--- src/rtl/if_stage.sv ---
// Instruction-fetch stage: PC, fetch handshake, parking buffer for stalled fetches and the IF/ID register.
// Define IF_PERF_CNT_EN to build the saturating stall/flush performance counters.
module if_stage #(
   parameter int DATA_W = 16
) (
   input  logic              clk,
   input  logic              rest,
   input  logic              FrezePC,
   input  logic              FrezeIFID,
   input  logic              BranchTaken,
   input  logic [DATA_W-1:0] BranchTarget,
   output logic              IMem_Req,
   output logic [DATA_W-1:0] IMem_Addr,
   input  logic              IMem_Ready,
   input  logic [DATA_W-1:0] IMem_Data,
   output logic [DATA_W-1:0] IFID_Instr,
   output logic [DATA_W-1:0] IFID_PC,
   output logic              IFID_Valid,
   output logic [DATA_W-1:0] StallCount,
   output logic [DATA_W-1:0] FlushCount
);

   typedef enum logic {FETCH, HOLD} state_t;

   state_t            state_p0, state_d;
   logic [DATA_W-1:0] pc_p0, pc_d;
   logic [DATA_W-1:0] park_p0, park_d;
   logic [DATA_W-1:0] instr_p1, instr_d;
   logic [DATA_W-1:0] ifid_pc_p1, ifid_pc_d;
   logic              vld_p1, vld_d;
   logic              stall;
   logic [DATA_W-1:0] pc_inc;

   assign stall  = FrezePC | FrezeIFID;
   assign pc_inc = pc_p0 + DATA_W'(1);

   assign IMem_Req   = (state_p0 == FETCH) && !rest;
   assign IMem_Addr  = pc_p0;
   assign IFID_Instr = instr_p1;
   assign IFID_PC    = ifid_pc_p1;
   assign IFID_Valid = vld_p1;

   always_comb begin
      state_d   = state_p0;
      pc_d      = pc_p0;
      park_d    = park_p0;
      instr_d   = instr_p1;
      ifid_pc_d = ifid_pc_p1;
      vld_d     = vld_p1;
      if (BranchTaken) begin
         // Redirect wins over everything; the same-cycle word and any parked word are dropped.
         pc_d    = BranchTarget;
         park_d  = '0;
         instr_d = '0;
         vld_d   = 1'b0;
         state_d = FETCH;
      end else begin
         unique case (state_p0)
            FETCH: begin
               if (IMem_Ready && !stall) begin
                  instr_d   = IMem_Data;
                  ifid_pc_d = pc_inc;
                  vld_d     = 1'b1;
                  pc_d      = pc_inc;
               end else if (IMem_Ready) begin
                  park_d  = IMem_Data;
                  state_d = HOLD;
               end else if (!stall) begin
                  instr_d = '0;
                  vld_d   = 1'b0;
               end
            end
            HOLD: begin
               if (!stall) begin
                  instr_d   = park_p0;
                  ifid_pc_d = pc_inc;
                  vld_d     = 1'b1;
                  pc_d      = pc_inc;
                  state_d   = FETCH;
               end
            end
            default: state_d = FETCH;
         endcase
      end
   end

   // ---- PC / parking buffer (p0) and IF/ID register (p1) ----
   always_ff @(posedge clk) begin
      if (rest) begin
         state_p0   <= FETCH;
         pc_p0      <= '0;
         park_p0    <= '0;
         instr_p1   <= '0;
         ifid_pc_p1 <= '0;
         vld_p1     <= 1'b0;
      end else begin
         state_p0   <= state_d;
         pc_p0      <= pc_d;
         park_p0    <= park_d;
         instr_p1   <= instr_d;
         ifid_pc_p1 <= ifid_pc_d;
         vld_p1     <= vld_d;
      end
   end

`ifdef IF_PERF_CNT_EN
   logic [DATA_W-1:0] stall_cnt_p0, flush_cnt_p0;

   function automatic logic [DATA_W-1:0] sat_inc(input logic [DATA_W-1:0] v);
      return (v == {DATA_W{1'b1}}) ? v : v + DATA_W'(1);
   endfunction

   always_ff @(posedge clk) begin
      if (rest) begin
         stall_cnt_p0 <= '0;
         flush_cnt_p0 <= '0;
      end else begin
         if (stall && !BranchTaken) stall_cnt_p0 <= sat_inc(stall_cnt_p0);
         if (BranchTaken)           flush_cnt_p0 <= sat_inc(flush_cnt_p0);
      end
   end

   assign StallCount = stall_cnt_p0;
   assign FlushCount = flush_cnt_p0;
`else
   assign StallCount = '0;
   assign FlushCount = '0;
`endif

endmodule

--- config.mk ---
export PLATFORM = sky130hd
export DESIGN_NAME = if_stage
export DESIGN_NICKNAME = d
export VERILOG_FILES = /design/src/rtl/if_stage.sv
export SDC_FILE = /design/constraint.sdc
export NUM_CORES = 1
export LEC_CHECK = 0
export ABC_AREA = 1
export ABC_CLOCK_PERIOD_IN_PS = 1400
export BUFFER_PORTS_ARGS = -buffer_cell sky130_fd_sc_hd__clkbuf_2
export CORE_UTILIZATION = 30
export CTS_BUF_LIST = sky130_fd_sc_hd__clkbuf_16
export CTS_CLUSTER_SIZE = 14
export DETAILED_ROUTE_END_ITERATION = 8
export GPL_ROUTABILITY_DRIVEN = 0
export PLACE_DENSITY = 0.52
export SYNTH_ARGS = -nofsm -noshare
export SYNTH_HDL_FRONTEND = slang
export SYNTH_SLANG_ARGS = --single-unit
--- constraint.sdc ---
create_clock -name clk -period 1.4 [get_ports clk]
set_clock_uncertainty 0.1 [all_clocks]
set_input_delay 0.07 -clock clk [delete_from_list [all_inputs] [get_ports clk]]
set_output_delay 0.07 -clock clk [all_outputs]
set_load 0.005 [all_outputs]
* Yosys cells after proc, flatten, opt, wreduce, memory -nomap -nowiden
Cells that the tools add are included.
Word-level totals: flip-flop bits (word level) 66, input bits 38, output and inout port bits 82, word-level logic and storage cells 44
Operators by class: $add $sub $neg 1, equal/unequal tests 6, mux-type cells 18, bitwise gates (word level) 4, reduce and logical (&&, ||, !) cells 9
Operator list (count):
- 16-bit 2-to-1 mux | 7
- 16-bit one-hot mux with 2 select lines | 2
- 16-bit by 1-bit adder with 16-bit output (second input constant) | 1
- 3-bit by 2-bit != test with 1-bit output (second input constant) | 3
- 3-bit AND reduction | 3
- 1-bit 2-to-1 mux | 7
- 1-bit one-hot mux with 2 select lines | 2
- 3-bit != test (second input constant) | 1
- 1-bit inverter | 3
- 1-bit logical AND | 2
- 1-bit logical NOT | 2
- 2-bit by 1-bit != test with 1-bit output (second input constant) | 1
- 2-bit != test (second input constant) | 1
- 2-bit AND reduction | 1
- 2-bit OR reduction | 1
- 1-bit bitwise OR | 1

* Longest topological paths before layout
Gate-level depths: netlist (run 1).
word-level depth 6, gate-level depth with buffers 8, depth with buffers taken out 8

* Least setup slack after synthesis (run 1)
OpenSTA, ideal clock, no wires.
path type register to register, from reg pc_p0[1], in the netlist IMem_Addr[1], to reg pc_p0[10], in the netlist IMem_Addr[10], library setup time 70 ps, arrival 1247 ps, required time 1230 ps, path slack -18 ps, stages on the path, launching flop included 8, buffers on the path 0, period minus slack after synthesis 1418 ps, path through dfxtp_1 -> ha_1 -> nand3_2 -> nor2_4 -> nand2_2 -> o21bai_1 -> nand3_1 -> a21oi_1
On the way: word-level cells in the longest chain between the ends 4, elaborated cells between the ends (all ways) 5, those cells by class add/sub: 1; mux: 4
RTL lines:
- start, declared | RTL line 26 | logic [DATA_W-1:0] pc_p0, pc_d;
- start signal, assigned | RTL line 98 | pc_p0 <= pc_d;
- 16-bit by 1-bit adder with 16-bit output * | RTL line 35 | assign pc_inc = pc_p0 + DATA_W'(1);
- 16-bit 2-to-1 mux, on equally long branches | RTL line 74, 60
- 16-bit one-hot mux with 2 select lines * | RTL line 58 | unique case (state_p0)
- 16-bit 2-to-1 mux * | RTL line 50 | if (BranchTaken) begin
Every way passes the cells marked *; elsewhere a longest branch is shown, timed or not. The select of a mux whose other input is x is not followed. A chain may end at the register's enable or synchronous reset.

* Worst setup path in the final report (run 1)
from reg pc_p0[1], in the netlist IMem_Addr[1], to reg ifid_pc_p1[10], in the netlist IFID_PC[10]
On the way: word-level cells in the longest chain between the ends 3, elaborated cells between the ends (all ways) 4, those cells by class add/sub: 1; mux: 3
RTL lines:
- 16-bit by 1-bit adder with 16-bit output * | RTL line 35
- 16-bit 2-to-1 mux, on equally long branches | RTL line 74, 60
- 16-bit one-hot mux with 2 select lines * | RTL line 58
- end signal, assigned | RTL line 101 | ifid_pc_p1 <= ifid_pc_d;
- end, declared | RTL line 29 | logic [DATA_W-1:0] ifid_pc_p1, ifid_pc_d;
Marked as above.

==> results of run 1 <==
## state kept, by name, summed over array words and instances, names as in the netlist
signal      cells
IFID_Instr     16
IFID_PC        16
IMem_Addr      16
park_p0        16
IFID_Valid      1
state_p0        1
## worst max-delay path, stage by stage, from the launching register on
cell and delay (ps):
dfxtp_4 360, ha_4 150, nand3_4 90, nor2_4 180, buf_4 150, nand4_1 100
nand3_1 150, a21oi_1 80
## power by group
part	switching [mW]	internal (mW)	total, mW
logic	0.318	0.277	0.595
registers	0.0456	1.95	1.99
clock network	0.789	1.34	2.13
## area by class of cell
class / instances / area [um^2] / area share (%)
clock buffers: 9 / 225.2 / 5.048
inverters: 32 / 122.6 / 2.748
flip-flops and latches: 66 / 1333 / 29.87
clock inverters: 6 / 50.05 / 1.122
multi-input cells: 308 / 1526 / 34.21
well taps: 136 / 170.2 / 3.814
repair buffers: 152 / 1035 / 23.19
## worst min path at each step
stage,endpoint,slack [ps],cells past startpoint
after floorplan,IMem_Addr[4],120,3
after global placement,IMem_Addr[7],250,3
after detailed placement,IMem_Addr[7],250,3
after CTS,IMem_Addr[12],10,5
after global routing,IFID_Valid,40,4
final,IMem_Addr[14],20,5
## per-layer routing
layer / GRT usage [%] / routed length (um) / share of wire [%]
met2: 26.96 / 3998 / 47
met1: 19.93 / 3843 / 45
met3: 4.323 / 588 / 6.9
met4: 6.429 / 142 / 1.7
met5: 0 / 0 / 0
## through the flow
step / hold slack, ps / area [um^2]
after floorplan: 119.8 / 3268
after global placement: 249.2 / 3774
after detailed placement: 246.5 / 3774
after CTS: 10.18 / 4370
after global routing: 41.65 / 4462
final: 16.20 / 4462
## layout by cell type (no fill, tap or decap), drive strengths merged
master	instances
a21oi	42
a31oi	20
buf	35
bufinv	1
clkbuf	96
clkinv	5
conb	32
dfxtp	66
dlygate4sd3	30
ha	1
inv	32
nand2	91
nand3	31
nand4	4
nor2	49
o211ai	1
o21ai	29
o21bai	1
o22ai	1
xnor2	1
xor2	5
## logic make-up after synthesis
| logic type | after synthesis |
|---|---|
| compound gates | 94 |
| xor+xnor | 6 |
| fa+ha+maj | 1 |
| buf+inv | 84 |
| flops | 66 |
| other cells | 1 |
| simple gates | 175 |
## what timing repair did
item,4_1_cts,5_1_grt
pin swaps,4,8
setup buffers,0,4
gates resized for setup,3,20
hold endpoints to repair,30,0
hold buffers,30,0
setup endpoints to repair,5,25
==> impl_metrics.yaml, run 1 <==
run_status:
  status: "complete, but fails checks"
  violations: "negative setup slack"
logic_synthesis:
  synth_cells: 427
  synth_top_area_share_pct: 41.99
  synth_top_family_by_area: "simple AND/OR/NAND/NOR gates"
  yosysUniqueCellTypes: 28
  synth.most_common_cell: "nand2_1"
  yosys-top-cells-count: "nand2_1, dfxtp_1, nor2_1"
  synthSimpleGateAreaFrac_pct: 24.25
  synthMuxAreaShare_pct: 0
  synth.avg_cell_area_um2: 7.369
  synthAdderAreaFrac_pct: 0.3976
  synth_flop_cell: "dfxtp_1"
  postSynth.asyncResetShare_pct: 0
  synth_compound_area_share_pct: 16.30
  yosysTopAreaCell: "dfxtp_1"
  synthTopCellsByArea: "dfxtp_1, nand2_1, buf_4"
  synth_seq_cells: 66
  synth_edf_count: 0
  yosysWarnings: 0
  synth_area_um2: 3147
  seq_area_frac_synth_pct: 41.99
  synthXorXnorAreaFrac_pct: 1.670
sta:
  rsz0062_at_grt: "yes"
  maxSlewViolCount: 0
  period_share_pct: 104.5
  finalSetupViolations: 6
  worst_slack_ps: -62.94
  tns_ps: -194.9
  clock.fmax_mhz: 683.6
  final.min_clock_period_ps: 1463
  hold_violations: 0
die:
  start_util_pct: 30.76
  io_pins: 120
  die-area_um2: 10900
  coreArea_um2: 10230
  die_h_um: 104.4
  num_rows: 37
  die_w_um: 104.4
setup_path:
  cp-startpoint: "IMem_Addr[1]"
  critPathLaunchType: "register"
  ff2ff_path_depth: 7
  reg2reg_from: "IMem_Addr[1]"
  worstSetupPathType: "reg2reg"
  endpoint: "IFID_PC[10]"
  end_kind: "register"
  r2r_slack_ps: -60
  required_ps: 1520
  crit_fanout: 7
  worstPathArrival_ps: 1580
  r2r-end: "IFID_PC[10]"
global_route:
  grt_first_pass_wirelength_mm: 14.08
  grt_pass1_vias: 2940
  grt_overflow: 0
  antenna_found_initial: 0
  grt_max_degree: 33
  grt_use_total_pct: 16.26
route:
  drc: 0
  finalWirelength_mm: 8.571
  ant_nets: 0
  dr.pass1.iters: 6
  wl_per_cell_um: 12.09
  via_per_inst: 4.471
  drt-initial-drc-count: 129
  routed-via-count: 3170
pwr:
  power_mw: 4.713
  peakVddDrop_mv: 0.4990
  p_leak_nw: 1.989
  powerDensity_nw_per_um2: 1056
placed_design:
  pre_cts_slack_ps: -74.49
  post-dp-hpwl_mm: 6.108
  numPortBuffers: 87
  placed_cells: 660
finish:
  nFillCells: 1061
  layout.nets: 608
  post-route-util_pct: 43.61
  antennaDiodeCount: 0
  drive_gt1_share_pct: 28.80
  area_delta_synth_final_pct: 41.79
  fin_cells: 709
clock_network:
  cts.clk_slew.worst_paths_ps: 60
  numCtsBuffers: 9
  cts_buffer_depth: 2
  h-tree-depth: 3
  cts_tree: "done"
  insertion_delay_ps: 330
  cts-root-buf: "clkbuf_16"
  cts_sinks: 66
hold_path:
  hold_class: "in2reg"
  holdCritStartpoint: "BranchTarget[14]"
run:
  cap_violations: 0
Note: power is estimated with default switching activity, not from simulation.
==> run 2, diff against run 1 <==
--- a/config.mk
+++ b/config.mk
@@ -5,14 +5,14 @@
 export SDC_FILE = /design/constraint.sdc
 export NUM_CORES = 1
 export LEC_CHECK = 0
-export ABC_AREA = 1
+export ABC_AREA = 0
 export ABC_CLOCK_PERIOD_IN_PS = 1400
 export BUFFER_PORTS_ARGS = -buffer_cell sky130_fd_sc_hd__clkbuf_2
 export CORE_UTILIZATION = 30
 export CTS_BUF_LIST = sky130_fd_sc_hd__clkbuf_16
 export CTS_CLUSTER_SIZE = 14
 export DETAILED_ROUTE_END_ITERATION = 8
-export GPL_ROUTABILITY_DRIVEN = 0
+export GPL_ROUTABILITY_DRIVEN = 1
 export PLACE_DENSITY = 0.52
 export SYNTH_ARGS = -nofsm -noshare
 export SYNTH_HDL_FRONTEND = slang
==> run 2 against run 1 <==
Compared with the run above:
- the flow still finishes with violations (negative setup slack)
- largest power group unchanged
- critical path depth shrank 2
- largest cell class unchanged
- worst setup slack worse by 270 ps
- final cell count rose by 1.6%
- non-clock buffer count increased by 48
- die area up 3.8%
- worst hold slack improved by 65 ps
- synthesized cell count decreased by 5.9%
- critical path type unchanged
==> impl_metrics.yaml, run 2 <==
logic_synthesis:
  synth_compound_area_share_pct: 15.50
  synthAdderAreaFrac_pct: 0.3827
  synthXorXnorAreaFrac_pct: 5.358
  synth_top_family_by_area: "simple AND/OR/NAND/NOR gates"
  synthTopCellsByArea: "dfxtp_1, buf_4, nor2_1"
  synth_cells: 402
  synth.avg_cell_area_um2: 8.133
  yosysWarnings: 0
  synth.most_common_cell: "dfxtp_1"
  seq_area_frac_synth_pct: 40.41
  yosysUniqueCellTypes: 37
  synthSimpleGateAreaFrac_pct: 20.93
  synth_seq_cells: 66
  yosys-top-cells-count: "dfxtp_1, nor2_1, nand2_1"
  synth_edf_count: 0
  synth_top_area_share_pct: 40.41
  postSynth.asyncResetShare_pct: 0
  synth_area_um2: 3269
  synthMuxAreaShare_pct: 5.511
  synth_flop_cell: "dfxtp_1"
  yosysTopAreaCell: "dfxtp_1"
finish:
  seqCellArea_um2: 1339
  area_delta_synth_final_pct: 60.47
  layout_commonest_cell: "clkbuf_2"
  layout.nets: 618
  nFillCells: 1034
  fin_area_um2: 5246
  post-route-util_pct: 50.14
  drive_gt1_share_pct: 38.53
  antennaDiodeCount: 0
  most-common-layout-cells: "clkbuf_2, buf_4, nor2_1"
  multi_input_area_um2: 1928
global_route:
  grt_use_total_pct: 17.04
  antenna_found_initial: 0
  grt_first_pass_wirelength_mm: 15.08
  grt_pass1_vias: 3134
  grtUsageMet2_pct: 29.13
  grtUsageMet1_pct: 20.56
  grt_overflow: 0
  grt-busiest-layer: "met2"
  met3_usage_pct: 4.292
  grt_max_degree: 34
clock_network:
  insertion_delay_ps: 330
  cts_sinks: 66
  h-tree-depth: 3
  cts-root-buf: "clkbuf_16"
  cts_buffer_depth: 2
  cts.clk_slew.worst_paths_ps: 60
  cts_tree: "done"
  numCtsBuffers: 9
placed_design:
  post-dp-hpwl_mm: 6.606
  pre_cts_slack_ps: -534.7
  place_congestion: 0.7477
  numPortBuffers: 87
  postPlaceCellArea_um2: 4148
route:
  via_per_inst: 4.653
  finalWirelength_mm: 10.00
  wl_per_cell_um: 13.89
  routed-via-count: 3350
  drc: 0
  ant_nets: 0
  drt-initial-drc-count: 134
  dr.pass1.iters: 5
sta:
  final.min_clock_period_ps: 1737
  clock.fmax_mhz: 575.6
  holdWs_ps: 81.63
  tns_ps: -6332
  hold_violations: 0
  worst_slack_ps: -337.3
  finalSetupViolations: 46
  maxSlewViolCount: 0
  period_share_pct: 124.1
  rsz0062_at_grt: "yes"
setup_path:
  cpPeakStageDelay_ps: 460
  required_ps: 1530
  crit_fanout: 6
  critPathLaunchType: "register"
  end_kind: "register"
  cpMaxStageDelayCell: "or4_4"
  worstPathArrival_ps: 1870
  cp-startpoint: "IMem_Addr[1]"
  worst-path-buf-inv: 0
  path_delay_family: "simple AND/OR/NAND/NOR gates"
  worstSetupPathType: "reg2reg"
  reg2reg_from: "IMem_Addr[1]"
  crit_chain: "ha_4, nand3_4, or4_4, or3_1, a311oi_1"
pwr:
  p_leak_nw: 2.226
  seqPwrFrac_pct: 39.4
  powerDensity_nw_per_um2: 976.8
  combPwrFrac_pct: 16.9
  internal-power_mw: 3.778
  p_sw_mw: 1.347
  switching_share_pct: 26.28
  peakVddDrop_mv: 0.6291
  clkPwrFrac_pct: 43.7
die:
  die_w_um: 106.4
  die-area_um2: 11320
  io_pins: 120
  die_h_um: 106.4
  start_util_pct: 31.25
  coreArea_um2: 10460
  num_rows: 37
run_status:
  status: "complete, but fails checks"
  violations: "negative setup slack"
hold_path:
  holdCritStartpoint: "BranchTaken"
  hold_class: "in2reg"
run:
  cap_violations: 0
==> run 2: logic make-up (layout without fill, tap and decap cells) <==
| group | Yosys count | in the layout |
|---|---|---|
| compound gates | 74 | 74 |
| xor+xnor | 20 | 20 |
| fa+ha+maj | 1 | 1 |
| buf+inv | 68 | 219 |
| flops | 66 | 66 |
| mux | 18 | 18 |
| other cells | 1 | 32 |
| simple gates | 154 | 154 |
==> run 2: worst reg2reg max path, delay by kind of cell, from the launching register on <==
kind	cells	cell delay [ps]
AO/OA/AOI/OAI	1	200
AND/OR/NAND/NOR	3	850
flip-flops	1	350
adder cells (fa/ha/maj)	1	140
==> run 2: final timing paths <==
check | end | slack (ps) | depth (start not counted)
max | IMem_Addr[8] | -340 | 5
min | IMem_Addr[13] | 80 | 2
max reg2reg | IMem_Addr[8] | -340 | 5
min reg2reg | IFID_Valid | 370 | 2
==> run 2: routing by layer <==
metal / up-vias / wire length [um]
met3: 8 / 485
met5: - / 0
met2: 92 / 5086
li1: 1687 / -
met4: 0 / 88
met1: 1563 / 4339
==> run 2: final cells by class <==
type | instances | share of cell area, %
flip-flops and latches | 66 | 25.52
well taps | 136 | 3.243
inverters | 3 | 0.2146
multi-input cells | 299 | 36.75
repair buffers | 200 | 28.67
clock buffers | 9 | 4.293
clock inverters | 7 | 1.312
==> run 2: power groups by stage <==
stage | combinational (mW) | sequential [mW] | clock (mW)
6_report | 0.866 | 2.02 | 2.24
3_3_place_gp | 0.667 | 2.05 | 0
4_1_cts | 0.814 | 2.02 | 2.28
2_1_floorplan | 0.417 | 2.07 | 0
5_1_grt | 0.947 | 2.03 | 2.37
3_5_place_dp | 0.677 | 2.06 | 0
==> run 2: what timing repair did <==
item                       in CTS  in global routing
setup buffers                   5                 15
gates resized for setup        35                 25
cloned                          1                  3
hold buffers                   33                  0
hold endpoints to repair       36                  0
pin swaps                      20                 22
setup endpoints to repair      27                 48
==> run 2: per-stage QoR <==
stage | power (mW) | instances
6_report | 5.125 | 720
5_1_grt | 5.349 | 720
4_1_cts | 5.115 | 704
3_3_place_gp | 2.721 | 649
3_5_place_dp | 2.734 | 649
2_1_floorplan | 2.488 | 433
